--- src/rtl/seq_multiplier_pkg.sv ---
// rtl/seq_multiplier_pkg.sv - shared width default, FSM states and counter sizing for seq_multiplier
package seq_multiplier_pkg;

    localparam int DEFAULT_WIDTH = 32;

    typedef enum logic [1:0] {
        ST_IDLE = 2'd0,
        ST_RUN  = 2'd1,
        ST_DONE = 2'd2
    } state_t;

    function automatic int count_width(input int width);
        return (width > 1) ? $clog2(width) : 1;
    endfunction

endpackage

--- src/rtl/seq_multiplier_datapath.sv ---
// rtl/seq_multiplier_datapath.sv - operand/accumulator registers, shift-add step and final sign fix-up
module seq_multiplier_datapath
    import seq_multiplier_pkg::*;
#(
    parameter int WIDTH = DEFAULT_WIDTH
) (
    input  logic             clk,
    input  logic             arst,
    input  logic             i_load,
    input  logic             i_step,
    input  logic             i_final,
    input  logic             i_is_signed,
    input  logic [WIDTH-1:0] i_busa,
    input  logic [WIDTH-1:0] i_busb,
    output logic [WIDTH-1:0] o_prod_hi,
    output logic [WIDTH-1:0] o_prod_lo
);

    logic [WIDTH-1:0]   r_mcand;
    logic [WIDTH-1:0]   r_mplier;
    logic [WIDTH-1:0]   r_acc;
    logic               r_neg;
    logic [WIDTH-1:0]   r_prod_hi;
    logic [WIDTH-1:0]   r_prod_lo;

    logic [WIDTH-1:0]   w_mag_a;
    logic [WIDTH-1:0]   w_mag_b;
    logic [WIDTH-1:0]   w_addend;
    logic [WIDTH:0]     w_sum;
    logic [2*WIDTH-1:0] w_result;
    logic [2*WIDTH-1:0] w_final_prod;

    // Most-negative input negates to itself, which read unsigned is exactly 2^(WIDTH-1).
    assign w_mag_a = (i_is_signed && i_busa[WIDTH-1]) ? (~i_busa + WIDTH'(1)) : i_busa;
    assign w_mag_b = (i_is_signed && i_busb[WIDTH-1]) ? (~i_busb + WIDTH'(1)) : i_busb;

    assign w_addend     = r_mplier[0] ? r_mcand : '0;
    assign w_sum        = {1'b0, r_acc} + {1'b0, w_addend};
    assign w_result     = {w_sum, r_mplier[WIDTH-1:1]};
    assign w_final_prod = r_neg ? (~w_result + (2*WIDTH)'(1)) : w_result;

    always_ff @(posedge clk or posedge arst) begin
        if (arst) begin
            r_mcand   <= '0;
            r_mplier  <= '0;
            r_acc     <= '0;
            r_neg     <= 1'b0;
            r_prod_hi <= '0;
            r_prod_lo <= '0;
        end else begin
            if (i_load) begin
                r_mcand  <= w_mag_a;
                r_mplier <= w_mag_b;
                r_acc    <= '0;
                r_neg    <= i_is_signed & (i_busa[WIDTH-1] ^ i_busb[WIDTH-1]);
            end else if (i_step) begin
                r_acc    <= w_sum[WIDTH:1];
                r_mplier <= {w_sum[0], r_mplier[WIDTH-1:1]};
            end
            if (i_final) begin
                {r_prod_hi, r_prod_lo} <= w_final_prod;
            end
        end
    end

    assign o_prod_hi = r_prod_hi;
    assign o_prod_lo = r_prod_lo;

endmodule

--- src/rtl/seq_multiplier.sv ---
// rtl/seq_multiplier.sv - iterative shift-add MULT/MULTU unit: FSM, step counter and datapath instance
module seq_multiplier
    import seq_multiplier_pkg::*;
#(
    parameter int WIDTH = DEFAULT_WIDTH
) (
    input  logic             clk,
    input  logic             arst,
    input  logic             start,
    input  logic             is_signed,
    input  logic [WIDTH-1:0] busA,
    input  logic [WIDTH-1:0] busB,
    output logic             busy,
    output logic             done,
    output logic [WIDTH-1:0] prod_hi,
    output logic [WIDTH-1:0] prod_lo
);

    localparam int CNT_W = count_width(WIDTH);

    state_t           r_state;
    state_t           w_next_state;
    logic [CNT_W-1:0] r_count;
    logic             w_load;
    logic             w_step;
    logic             w_final;

    always_ff @(posedge clk or posedge arst) begin
        if (arst) begin
            r_state <= ST_IDLE;
            r_count <= '0;
        end else begin
            r_state <= w_next_state;
            if (w_load) begin
                r_count <= CNT_W'(WIDTH - 1);
            end else if (w_step && !w_final) begin
                r_count <= r_count - CNT_W'(1);
            end
        end
    end

    always_comb begin
        w_next_state = r_state;
        w_load       = 1'b0;
        w_step       = 1'b0;
        w_final      = 1'b0;
        case (r_state)
            ST_IDLE: begin
                if (start) begin
                    w_load       = 1'b1;
                    w_next_state = ST_RUN;
                end
            end
            ST_RUN: begin
                w_step = 1'b1;
                if (r_count == '0) begin
                    w_final      = 1'b1;
                    w_next_state = ST_DONE;
                end
            end
            ST_DONE: begin
                w_load       = start;
                w_next_state = start ? ST_RUN : ST_IDLE;
            end
            default: w_next_state = ST_IDLE;
        endcase
    end

    // Both flags decode the state register only, so nothing combinational reaches them from inputs.
    assign busy = (r_state == ST_RUN);
    assign done = (r_state == ST_DONE);

    seq_multiplier_datapath #(
        .WIDTH(WIDTH)
    ) u_datapath (
        .clk         (clk),
        .arst        (arst),
        .i_load      (w_load),
        .i_step      (w_step),
        .i_final     (w_final),
        .i_is_signed (is_signed),
        .i_busa      (busA),
        .i_busb      (busB),
        .o_prod_hi   (prod_hi),
        .o_prod_lo   (prod_lo)
    );

endmodule

--- config.mk ---
export PLATFORM = sky130hd
export DESIGN_NAME = seq_multiplier
export DESIGN_NICKNAME = d
export VERILOG_FILES = /design/src/rtl/seq_multiplier_pkg.sv /design/src/rtl/seq_multiplier_datapath.sv /design/src/rtl/seq_multiplier.sv
export SDC_FILE = /design/constraint.sdc
export NUM_CORES = 1
export LEC_CHECK = 0
export ABC_AREA = 1
export CORE_ASPECT_RATIO = 1.5
export CORE_UTILIZATION = 63
export DETAILED_ROUTE_END_ITERATION = 8
export GPL_TIMING_DRIVEN = 0
export PLACE_DENSITY = 0.95
export SLEW_MARGIN = 40
export SYNTH_ARGS = -nofsm -noshare
export SYNTH_HDL_FRONTEND = slang
export SYNTH_SLANG_ARGS = --single-unit
export TNS_END_PERCENT = 1
--- constraint.sdc ---
create_clock -name clk -period 15.4 [get_ports clk]
set_input_delay 2.31 -clock clk [delete_from_list [all_inputs] [get_ports clk]]
set_output_delay 2.31 -clock clk [all_outputs]
set_load 0.05 [all_outputs]
==> results.md, run 1 <==
- Met1 Use GR: 0.4944
- CP max FO: 5
- Ys async rst share: 1.000
- Clock Pin Slew Worst Setup and Hold Paths: approximately 70 ps
- Hold buffer count at CTS: 0
- Hold Crit Class: flip-flop to flip-flop
- Post-synth EDFFs: 0
- CP Capture Point: u_datapath.r_mplier[30]
- Crit path launch: busB[0]
- H-Tree Depth: 4
- Final hold violations: 0
- Flip-flop and latch count after synthesis: 168
- Lkg Pwr: around 0.0075 uW
- Average size of a mapped cell: between 6 and 7 sq um
- PostCTS Resize Cnt: 0
- Routed wire length: 42.46 mm
- R2R Setup Slk: 11530 ps
- Starting Density: 0.6447
- Cells after synthesis: 1893
- Nets: 2153
- Max_slew headroom: 0.5206
- Critical Path AT: ~5000 ps
- Estimated wirelength of the detail-placed design: between 30 and 40 mm
- CTS Buf Count: 17
- Core area: around 19000 sq um
- CP dominant cell by count: nand2_1
- Met2 usage: 0.7007
- Via count: 13471
- Pin count of the biggest net entering global routing: between 80 and 90
- Vias per inst: about 5.8
- CP Capture Type: flip-flop
- Cell-internal power: approximately 1500 uW
- DRT iter0 DRCs: ~1300
- Fmax: roughly 210 MHz
- Longest Clk Path Bufs: 2
- Row cnt: 62
- Global route hottest layer: met2
- WHS: about 480 ps
- CP Cell Sequence: clkdlybuf4s50_1 -> inv_1 -> ha_1 -> nand3_1 -> inv_1 -> nand2_1 -> inv_1 -> nand3_1 -> nor3_2 -> nand2_1 -> nor2_1 -> nand3_1 -> nand2_1 -> nand2_1 -> o21ai_0 -> o211ai_1
- DRC errors left: 0
- Post-synthesis sequential area ratio: 0.3403
- Root Buffer: clkbuf_16
- CTS tree: done
- Worst Tran Pin Value: between 700 and 800 ps
- DIE AREA: around 20000 sq um
- Buffers on Ports: 133
- Net Sw Frac: 0.5622
- R2r endpoint: u_datapath.o_prod_hi[30]
- Clk pwr share: 0.121
- Io pins: between 100 and 150
- Final setup violation count: 0
- Synth cell types: 45
- R2R cell count: 23
- Status: completed
- Clk_skew: ~10 ps
- Worst skew pair latency: ~450 ps
- Met3 usage: 0.1409
- Area grow syn2layout: 18.58%
- Die width: 116.3 um
- RSZ-0062 raised after global routing: no
- Peak VDD IR: around 120 uV
- Dpl cell area: approximately 14000 sq um
- First-pass GRT wire length: roughly 69 mm
- Layout cell share with drive strength beyond 1: 0.03689
- Startpoint types: input port
- Setup TNS: 0 ps
- Period utilization: 0.3063
- Fillers: about 1500
- Routed WL per cell: around 18 um
- Synth Warn #: 0
- Psw: 1990 uW
- Post-route ant nets: 0
- Max-Cap Viols: 0
- Count of TritonRoute iterations in the first routing pass: 6
- WP depth: 16
- Critical path buffer and inverter count: 4
- Req. time, crit path: 15700 ps
- Seq pwr share: 0.228
- Post-synth design cell area: between 10000 and 15000 sq um
- Setup Buffers After CTS: 0
- Final Cell Area: 14650 sq um
- Worst stage delay on the critical path: roughly 400 ps
- Worst reg2reg path startpoint: u_datapath.r_mplier[0]
- Gr usage total: 0.4521
- Crit Path Class: input port to flip-flop
- Pins over their slew limit: 0
- Cell Pwr Density: roughly 240 nW/um^2
- Die span in y: between 150 and 200 um
- Tmin final: between 4000 and 5000 ps
- Final estimated routing congestion in global placement: 1.044
- Number of diodes: 0
- Fin util: 0.7645
- Mapped Nets: between 1500 and 2000
- GRT overflow: 0
- CP delay by family, top: simple AND/OR/NAND/NOR gates
- Vias in the first global route: ~13000
- Combinational group share of total power: 0.651
- Initial antenna violation count: 0
- Worst path slowest cell: clkdlybuf4s50_1
- # clock sinks: around 170
- Top FF cell, synth: dfrtp_1
[cells in the final DEF (no fill, tap or decap), drive strengths merged, types with 25 or more instances in the layout]
master | synthesis | final
a21oi | 52 | 52
clkbuf | 49 | 67
clkdlybuf4s50 | 0 | 133
dfrtp | 168 | 168
ha | 37 | 37
inv | 277 | 281
nand2 | 643 | 643
nand3 | 134 | 134
nor2 | 179 | 179
nor3 | 25 | 25
o21ai | 152 | 152
o221ai | 25 | 25
xor2 | 70 | 70
[tightest hold or removal path, stage by stage (launching register included)]
cell     delay, ps
dfrtp_1        340
nand2_1         50
nand2_1         50
[state kept, by name, summed over array words and instances (netlist names)]
register              cells
r_count                   5
u_datapath.r_neg          1
u_datapath.o_prod_hi     32
r_state                   2
u_datapath.r_mcand       32
u_datapath.r_mplier      32
u_datapath.o_prod_lo     32
u_datapath.r_acc         32
[synth_stat cells (4+ instances only)]
library cell | number | area share
o221ai_1 | 25 | 0.018
nor3_2 | 5 | 0.0041
a31oi_1 | 4 | 0.0020
clkbuf_1 | 49 | 0.015
xor2_1 | 69 | 0.049
a21oi_1 | 52 | 0.021
o31ai_1 | 6 | 0.0036
inv_2 | 4 | 0.0012
nand3b_1 | 7 | 0.0043
nor3_1 | 20 | 0.0081
dfrtp_1 | 168 | 0.34
xnor2_1 | 9 | 0.0064
nand2_2 | 10 | 0.0051
nor2_4 | 5 | 0.0046
o21bai_1 | 4 | 0.0024
nor2_2 | 6 | 0.0030
nand2_1 | 633 | 0.19
inv_1 | 273 | 0.083
nand4_1 | 22 | 0.011
nor2_1 | 168 | 0.051
ha_1 | 37 | 0.037
nand3_1 | 132 | 0.053
o21ai_0 | 149 | 0.060
[logic make-up after synthesis]
kind of cell             after synthesis  share of synthesized area
AO/OA/AOI/OAI                        254                     0.1166
XOR/XNOR                              79                    0.05753
adder cells (fa/ha/maj)               38                    0.03910
buffers and inverters                334                     0.1021
flip-flops                           168                     0.3403
AND/OR/NAND/NOR                     1020                     0.3444
[per-stage QoR]
stage / setup WS, ps / instances / power, uW
final: 10680 / 2316 / 3539
after global routing: 10350 / 2316 / 3785
after global placement: 6528 / 2282 / 2911
after CTS: 10800 / 2316 / 3427
after floorplan: 8543 / 1893 / 2268
after detailed placement: 10370 / 2284 / 2976
[routing by layer]
layer | vias to the layer above | wire, um
li1 | 6318 | -
met1 | 6120 | 14700
met2 | 798 | 19760
met3 | 235 | 3983
met4 | 0 | 4025
met5 | - | 0
[worst min-delay path by stage]
| stage | start | endpoint | slack, ps | cells after the start |
|---|---|---|---|---|
| floorplan | u_datapath.r_mcand[31] | u_datapath.r_mcand[31] | 450 | 2 |
| global placement | u_datapath.o_prod_hi[26] | u_datapath.o_prod_hi[26] | 460 | 2 |
| CTS | u_datapath.o_prod_hi[20] | u_datapath.o_prod_hi[20] | 480 | 2 |
| finish | u_datapath.o_prod_hi[26] | u_datapath.o_prod_hi[26] | 480 | 2 |
| global route | u_datapath.o_prod_hi[25] | u_datapath.o_prod_hi[25] | 510 | 2 |
| detailed placement | u_datapath.o_prod_hi[20] | u_datapath.o_prod_hi[20] | 460 | 2 |
[final cells by class]
| class | instances | area (sq um) | share of cell area |
|---|---|---|---|
| Multi-Input combinational cell | 1391 | 6888 | 0.4702 |
| Sequential cell | 168 | 4204 | 0.2870 |
| Timing Repair Buffer | 135 | 1386 | 0.09464 |
| Inverter | 280 | 1059 | 0.07226 |
| Clock buffer | 18 | 439.2 | 0.02998 |
| Tap cell | 256 | 320.3 | 0.02187 |
| Buffer | 54 | 210.2 | 0.01435 |
| Clock inverter | 14 | 141.4 | 0.009652 |
[power groups by stage]
stage          clock [uW]  combinational (uW)  sequential (uW)
6_report              428                2300              806
5_1_grt               443                2520              818
4_1_cts               423                2210              795
3_5_place_dp            0                2180              798
3_3_place_gp            0                2120              791
2_1_floorplan           0                1320              951
Note: power is estimated with default switching activity, not from simulation.
==> inputs of run 2 (changes only) <==
--- a/config.mk
+++ b/config.mk
@@ -7,10 +7,10 @@
 export LEC_CHECK = 0
 export ABC_AREA = 1
 export CORE_ASPECT_RATIO = 1.5
-export CORE_UTILIZATION = 63
+export CORE_UTILIZATION = 58
 export DETAILED_ROUTE_END_ITERATION = 8
 export GPL_TIMING_DRIVEN = 0
-export PLACE_DENSITY = 0.95
+export PLACE_DENSITY = 0.9
 export SLEW_MARGIN = 40
 export SYNTH_ARGS = -nofsm -noshare
 export SYNTH_HDL_FRONTEND = slang
==> constraint.sdc (replaced) <==
create_clock -name clk -period 4.4 [get_ports clk]
set_input_delay 0.66 -clock clk [delete_from_list [all_inputs] [get_ports clk]]
set_output_delay 0.66 -clock clk [all_outputs]
set_load 0.05 [all_outputs]
==> run 2 against run 1 <==
  * Flip-flop and latch count is the same
  * Routed wire length shrank 3.1%
  * Total power grew to 3.4 times the previous value
  * Clock skew is essentially flat
  * Global-route usage shrank 6.2 points
  * Count of clock-buffer cells in the layout grew 2
  * Clock power grew to 3.5 times the previous value
  * Critical path depth grew 7
  * Non-clock buffer count grew 5
  * Sequential power grew to 3.5 times the previous value
  * Final cell count grew 0.73%
  * Combinational power grew to 3.4 times the previous value
==> results.md, run 2 (same netlist as run 1, synthesis figures left out) <==
- Status: completed
- Gr usage total: 0.3906
- Number of diodes: 0
- Final hold violations: 0
- Worst Tran Pin Value: 805.9 ps
- Die span in y: 180.7 um
- Via count: 13139
- Buffers on Ports: 133
- Vias in the first global route: around 13000
- Period utilization: 0.8484
- DRC errors left: 0
- Layout cell share with drive strength beyond 1: 0.03923
- Non-Filler Instances: approximately 2300
- Routed wire length: between 40 and 50 mm
- Startpoint types: flip-flop
- Pins over their slew limit: 0
- Fmax: ~270 MHz
- Tmin final: between 3000 and 4000 ps
- Crit Path Class: flip-flop to flip-flop
- Commonest non-fill, non-tap cell in the layout: nand2_1
- Clock Pin Slew Worst Setup and Hold Paths: 70 ps
- Worst reg2reg path startpoint: u_datapath.r_mplier[0]
- Worst skew pair latency: 440 ps
- PostCTS Resize Cnt: 0
- Hold buffer count at CTS: 0
- Req. time, crit path: between 4000 and 5000 ps
- CTS tree: done
- Row cnt: 65
- Lkg Pwr: roughly 0.0075 uW
- Routed WL per cell: ~18 um
- First-pass GRT wire length: approximately 65 mm
- Worst path slowest cell: clkbuf_1
- Design Power: between 10000 and 15000 uW
- Count of TritonRoute iterations in the first routing pass: 6
- WHS Endpoint: u_datapath.o_prod_hi[21]
- CP Cell Sequence: clkbuf_1 -> clkbuf_1 -> nand2_1 -> inv_1 -> ha_1 -> fa_1 -> nand2_1 -> nand3_1 -> nand3_1 -> nand2_1 -> nand2_1 -> nand2_1 -> nand2_1 -> nand2_1 -> nand2_1 -> nor2_1 -> nand3_1 -> nor2_1 -> nand2_1 -> nand2_1 -> nand2_1 -> nand3_1 -> nand2_1
- Worst stage delay on the critical path: approximately 370 ps
- Final estimated routing congestion in global placement: 0.9958
- CP max FO: 10
- Dpl cell area: 14190 sq um
- RSZ-0062 raised after global routing: no
- Fillers: 1825
- Die width: 121.2 um
- Pin count of the biggest net entering global routing: 28
- Setup TNS: 0 ps
- R2R Setup Slk: around 670 ps
- Estimated wirelength of the detail-placed design: between 30 and 40 mm
- GRT overflow: 0
- # clock sinks: 168
- Crit path launch: u_datapath.r_mplier[0]
- Nets: around 2200
- R2r endpoint: u_datapath.o_prod_hi[30]
- Cells after DPL: approximately 2300
- CTS Buf Count: 17
- Clk_skew: about 11 ps
- Vias per inst: about 5.6
- WHS Path Cells: 2
- CP dominant cell by count: nand2_1
- Area grow syn2layout: 19.52%
- Cell Pwr Density: about 820 nW/um^2
- Post-route ant nets: 0
- Most frequent cells in the layout: nand2_1, inv_1, nor2_1, dfrtp_1, o21ai_0
- Final Cell Area: 14760 sq um
- DIE AREA: approximately 22000 sq um
- Initial antenna violation count: 0
- Starting Density: 0.5887
- Hold_sp: u_datapath.o_prod_hi[21]
- H-Tree Depth: 4
- Longest Clk Path Bufs: 2
- Max-Cap Viols: 0
- DRT iter0 DRCs: ~900
- R2R cell count: 23
- Final setup violation count: 0
- Hold Crit Class: flip-flop to flip-flop
- CP Capture Type: flip-flop
- Setup Buffers After CTS: 0
- Critical Path AT: 4070 ps
- Core area: around 21000 sq um
- Io pins: between 100 and 150
- Peak VDD IR: 477.8 uV
- Max_slew headroom: 0.4607
- Root Buffer: clkbuf_16
## run 2: changes by cell type in the layout (fill, tap and decap cells not counted), sizes merged
cell and delta:
clkbuf +2, clkinvlp +1, inv +2, clkinv -4, bufinv -1, buf +5
## run 2: cell type report
class,count,area [sq um],share of cell area
tap,268,335.3,0.02271
sequential,168,4204,0.2847
clock buffer,20,466.7,0.03161
clock inverter,12,103.9,0.007034
buffer,54,210.2,0.01424
inverter,280,1055,0.07144
timing repair buffer,140,1501,0.1017
multi-input combinational,1391,6888,0.4665
## run 2: worst max path at each step
| stage | endpoint | slack, ps |
|---|---|---|
| finish | u_datapath.o_prod_hi[30] | 670 |
| global route | u_datapath.o_prod_hi[18] | 350 |
| CTS | u_datapath.o_prod_hi[30] | 710 |
| detailed placement | u_datapath.o_prod_hi[30] | 850 |
| global placement | u_datapath.r_mcand[11] | 290 |
| floorplan | u_datapath.o_prod_hi[24] | 1490 |
## run 2: metal layers
| metal | GRT usage | vias to the layer above | routed length [um] |
|---|---|---|---|
| li1 | - | 6331 | - |
| met1 | 0.4407 | 6089 | 15470 |
| met2 | 0.6745 | 569 | 20390 |
| met3 | 0.05524 | 150 | 2371 |
| met4 | 0.2642 | 0 | 2902 |
| met5 | 0 | - | 0 |
## run 2: critical path, delay by kind of cell (launching register included)
family | cells | cell delay (ps)
buffers and inverters | 3 | 710
adder cells (fa/ha/maj) | 2 | 560
flip-flops | 1 | 330
AND/OR/NAND/NOR | 18 | 2030
## run 2: power breakdown
part           internal, uW  leakage, uW  switching (uW)
clock network           785     0.000278             693
logic                  2370      0.00528            5500
registers              2250      0.00199             545
## run 2: metrics by stage
| step | utilization | hold slack [ps] | setup slack [ps] |
|---|---|---|---|
| 2_1_floorplan | - | 448.9 | 1489 |
| 3_3_place_gp | 0.6683 | 463.8 | 293.5 |
| 3_5_place_dp | 0.6764 | 464.9 | 849.0 |
| 4_1_cts | 0.7036 | 482.9 | 705.5 |
| 5_1_grt | 0.7036 | 490.2 | 351.3 |
| 6_report | 0.7036 | 478.2 | 666.9 |
==> inputs of run 3 (changes only) <==
--- a/config.mk
+++ b/config.mk
@@ -7,10 +7,10 @@
 export LEC_CHECK = 0
 export ABC_AREA = 1
 export CORE_ASPECT_RATIO = 1.5
-export CORE_UTILIZATION = 58
+export CORE_UTILIZATION = 53
 export DETAILED_ROUTE_END_ITERATION = 8
 export GPL_TIMING_DRIVEN = 0
-export PLACE_DENSITY = 0.9
+export PLACE_DENSITY = 0.87
 export SLEW_MARGIN = 40
 export SYNTH_ARGS = -nofsm -noshare
 export SYNTH_HDL_FRONTEND = slang
==> constraint.sdc (replaced) <==
create_clock -name clk -period 3.3 [get_ports clk]
set_input_delay 0.495 -clock clk [delete_from_list [all_inputs] [get_ports clk]]
set_output_delay 0.495 -clock clk [all_outputs]
set_load 0.05 [all_outputs]
==> run 3 against run 2 <==
  * Combinational power grew 43%
  * Non-clock buffer count grew 7
  * Total power rose by 41%
  * Worst hold slack lost 110 ps
  * Utilization shrank 4.3 points
  * Flip-flop and latch count unchanged
  * Design area up 2.7%
==> results.md, run 3 (same netlist as run 1, synthesis figures left out) <==
- Routed wire length: around 41 mm
- Post-route ant nets: 0
- GRT overflow: 0
- Area grow syn2layout: 22.79%
- Critical path buffer and inverter count: 3
- Req. time, crit path: 3620 ps
- R2r endpoint: u_datapath.o_prod_hi[9]
- Peak VDD IR: 604.5 uV
- Via count: 13242
- Hold buffer count at CTS: 0
- Commonest non-fill, non-tap cell in the layout: nand2_1
- Number of diodes: 0
- H-Tree Depth: 4
- Final hold violations: 0
- CP Cell Sequence: buf_4 -> nand2_1 -> inv_1 -> ha_2 -> fa_2 -> nand2_2 -> nand3_4 -> and2_4 -> xor2_1 -> nor2_1 -> nand3_2 -> buf_4 -> o31ai_1 -> xor2_1 -> o21ai_0
- RSZ-0062 raised after global routing: yes
- Worst Tran Pin Value: 760.5 ps
- Estimated wirelength of the detail-placed design: around 33 mm
- Worst reg2reg path startpoint: u_datapath.r_mplier[0]
- Row cnt: 68
- Dpl cell area: between 10000 and 15000 sq um
- Lkg Pwr: 0.007592 uW
- Die span in y: around 190 um
- Pre-CTS setup slack: -305.1 ps
- Clock Pin Slew Worst Setup and Hold Paths: 70 ps
- Io pins: 134
- Buffers on Ports: about 130
- DRT iter0 DRCs: approximately 1000
- Die width: between 100 and 150 um
- Met1 Use GR: 0.4074
- Max-Cap Viols: 0
- Register area: around 4200 sq um
- Most frequent cells in the layout: nand2_1, inv_1, dfrtp_1, o21ai_0, nor2_1
- Slack of the critical path: 112.4 ps
- CTS tree: done
- Multi-input logic area: roughly 7000 sq um
- DIE AREA: ~24000 sq um
- Met2 usage: 0.6007
- Period utilization: 0.9659
- Status: completed
- CP Capture Type: flip-flop
- Nets: 2165
- Final Cell Area: 15170 sq um
- Vias in the first global route: ~13000
- Worst path slowest cell: dfrtp_2
- Fillers: ~2000
- Final estimated routing congestion in global placement: between 1 and 1.5
- Vias per inst: 5.630
- Worst stage delay on the critical path: between 400 and 500 ps
- Startpoint types: flip-flop
- R2R cell count: 15
- Worst skew pair latency: around 460 ps
- Hold Crit Class: input port to asynchronous set/reset pin
- Layout cell share with drive strength beyond 1: 0.08205
- Met3 usage: 0.05397
- Longest Clk Path Bufs: 2
- Design Power: around 17000 uW
- Fmax: around 310 MHz
- Tmin final: approximately 3200 ps
- CP max FO: 10
- # clock sinks: approximately 170
- Critical Path AT: between 3000 and 4000 ps
- R2R Setup Slk: 110 ps
- Clk_skew: 11.44 ps
- Count of TritonRoute iterations in the first routing pass: 6
- Root Buffer: clkbuf_16
- DRC errors left: 0
- Global route hottest layer: met2
- Starting Density: 0.5377
- Pin count of the biggest net entering global routing: 27
- Cell Pwr Density: about 1100 nW/um^2
- Gr usage total: 0.3576
- Final setup violation count: 0
- First-pass GRT wire length: 65.96 mm
- Max_slew headroom: 0.4930
- CP delay by family, top: simple AND/OR/NAND/NOR gates
- Crit Path Class: flip-flop to flip-flop
- Routed WL per cell: 17.62 um
- CTS Buf Count: 17
- Pins over their slew limit: 0
- Initial antenna violation count: 0
- Core area: roughly 23000 sq um
-- run 3: cell count changes in the layout (fill, tap and decap cells not counted), sizes merged --
| cell | delta |
|---|---|
| buf | +11 |
| bufinv | +1 |
| clkbuf | -6 |
| clkinv | -1 |
| clkinvlp | +1 |
| inv | +1 |
-- run 3: worst register-to-register path, delay by kind of cell (launching register included) --
kind	cells	cell delay, ps
flops	1	450
simple gates	6	760
compound gates	2	370
xor+xnor	2	480
buf+inv	3	400
fa+ha+maj	2	600
-- run 3: routing by layer --
layer | wire length [um] | vias to the layer above | part of all wire
met5 | 0 | - | 0
li1 | - | 6332 | -
met3 | 2343 | 183 | 0.057
met2 | 19980 | 610 | 0.48
met4 | 3355 | 0 | 0.081
met1 | 15770 | 6117 | 0.38
-- run 3: power by group --
part	total [uW]	leakage [uW]	switching, uW	internal (uW)
registers	3750	0.00199	745	3000
logic	11300	0.00533	7820	3530
clock network	2040	0.000279	963	1070
-- run 3: worst max path at each step --
stage                                       from                        to  slack [ps]  cells after the start
after floorplan           u_datapath.r_mplier[0]  u_datapath.o_prod_hi[24]         390                     20
after global placement                      arst    u_datapath.r_mcand[12]        -660                      2
after detailed placement  u_datapath.r_mplier[0]  u_datapath.o_prod_hi[23]        -310                     24
after CTS                 u_datapath.r_mplier[0]  u_datapath.o_prod_hi[28]         -20                     21
after global routing      u_datapath.r_mplier[0]  u_datapath.o_prod_hi[30]        -100                     23
final                     u_datapath.r_mplier[0]   u_datapath.o_prod_hi[9]         110                     15
-- run 3: timing repair --
action | in CTS | in global routing
endpoints found under the setup margin | 25 | 24
pin swaps | 1 | 13
resized for setup | 12 | 93
setup buffers | 0 | 8
cloned | 0 | 0
-- run 3: stage by stage --
step	hold slack, ps	util	setup TNS [ps]	instances
after detailed placement	466.0	0.6179	-4652	2313
final	364.7	0.6603	0	2352
after global placement	464.5	0.6111	-109880	2306
after global routing	407.8	0.6603	-362.6	2352
after floorplan	448.9	-	0	1893
after CTS	365.5	0.6447	-52.97	2344
-- run 3: cell type report --
cell class              instances  area share
inverters                     280     0.06954
flip-flops and latches        168      0.2772
clock buffers                  18     0.02829
multi-input cells            1391      0.4755
plain buffers                  53     0.01402
clock inverters                14     0.01039
well taps                     280     0.02310
repair buffers                148      0.1020
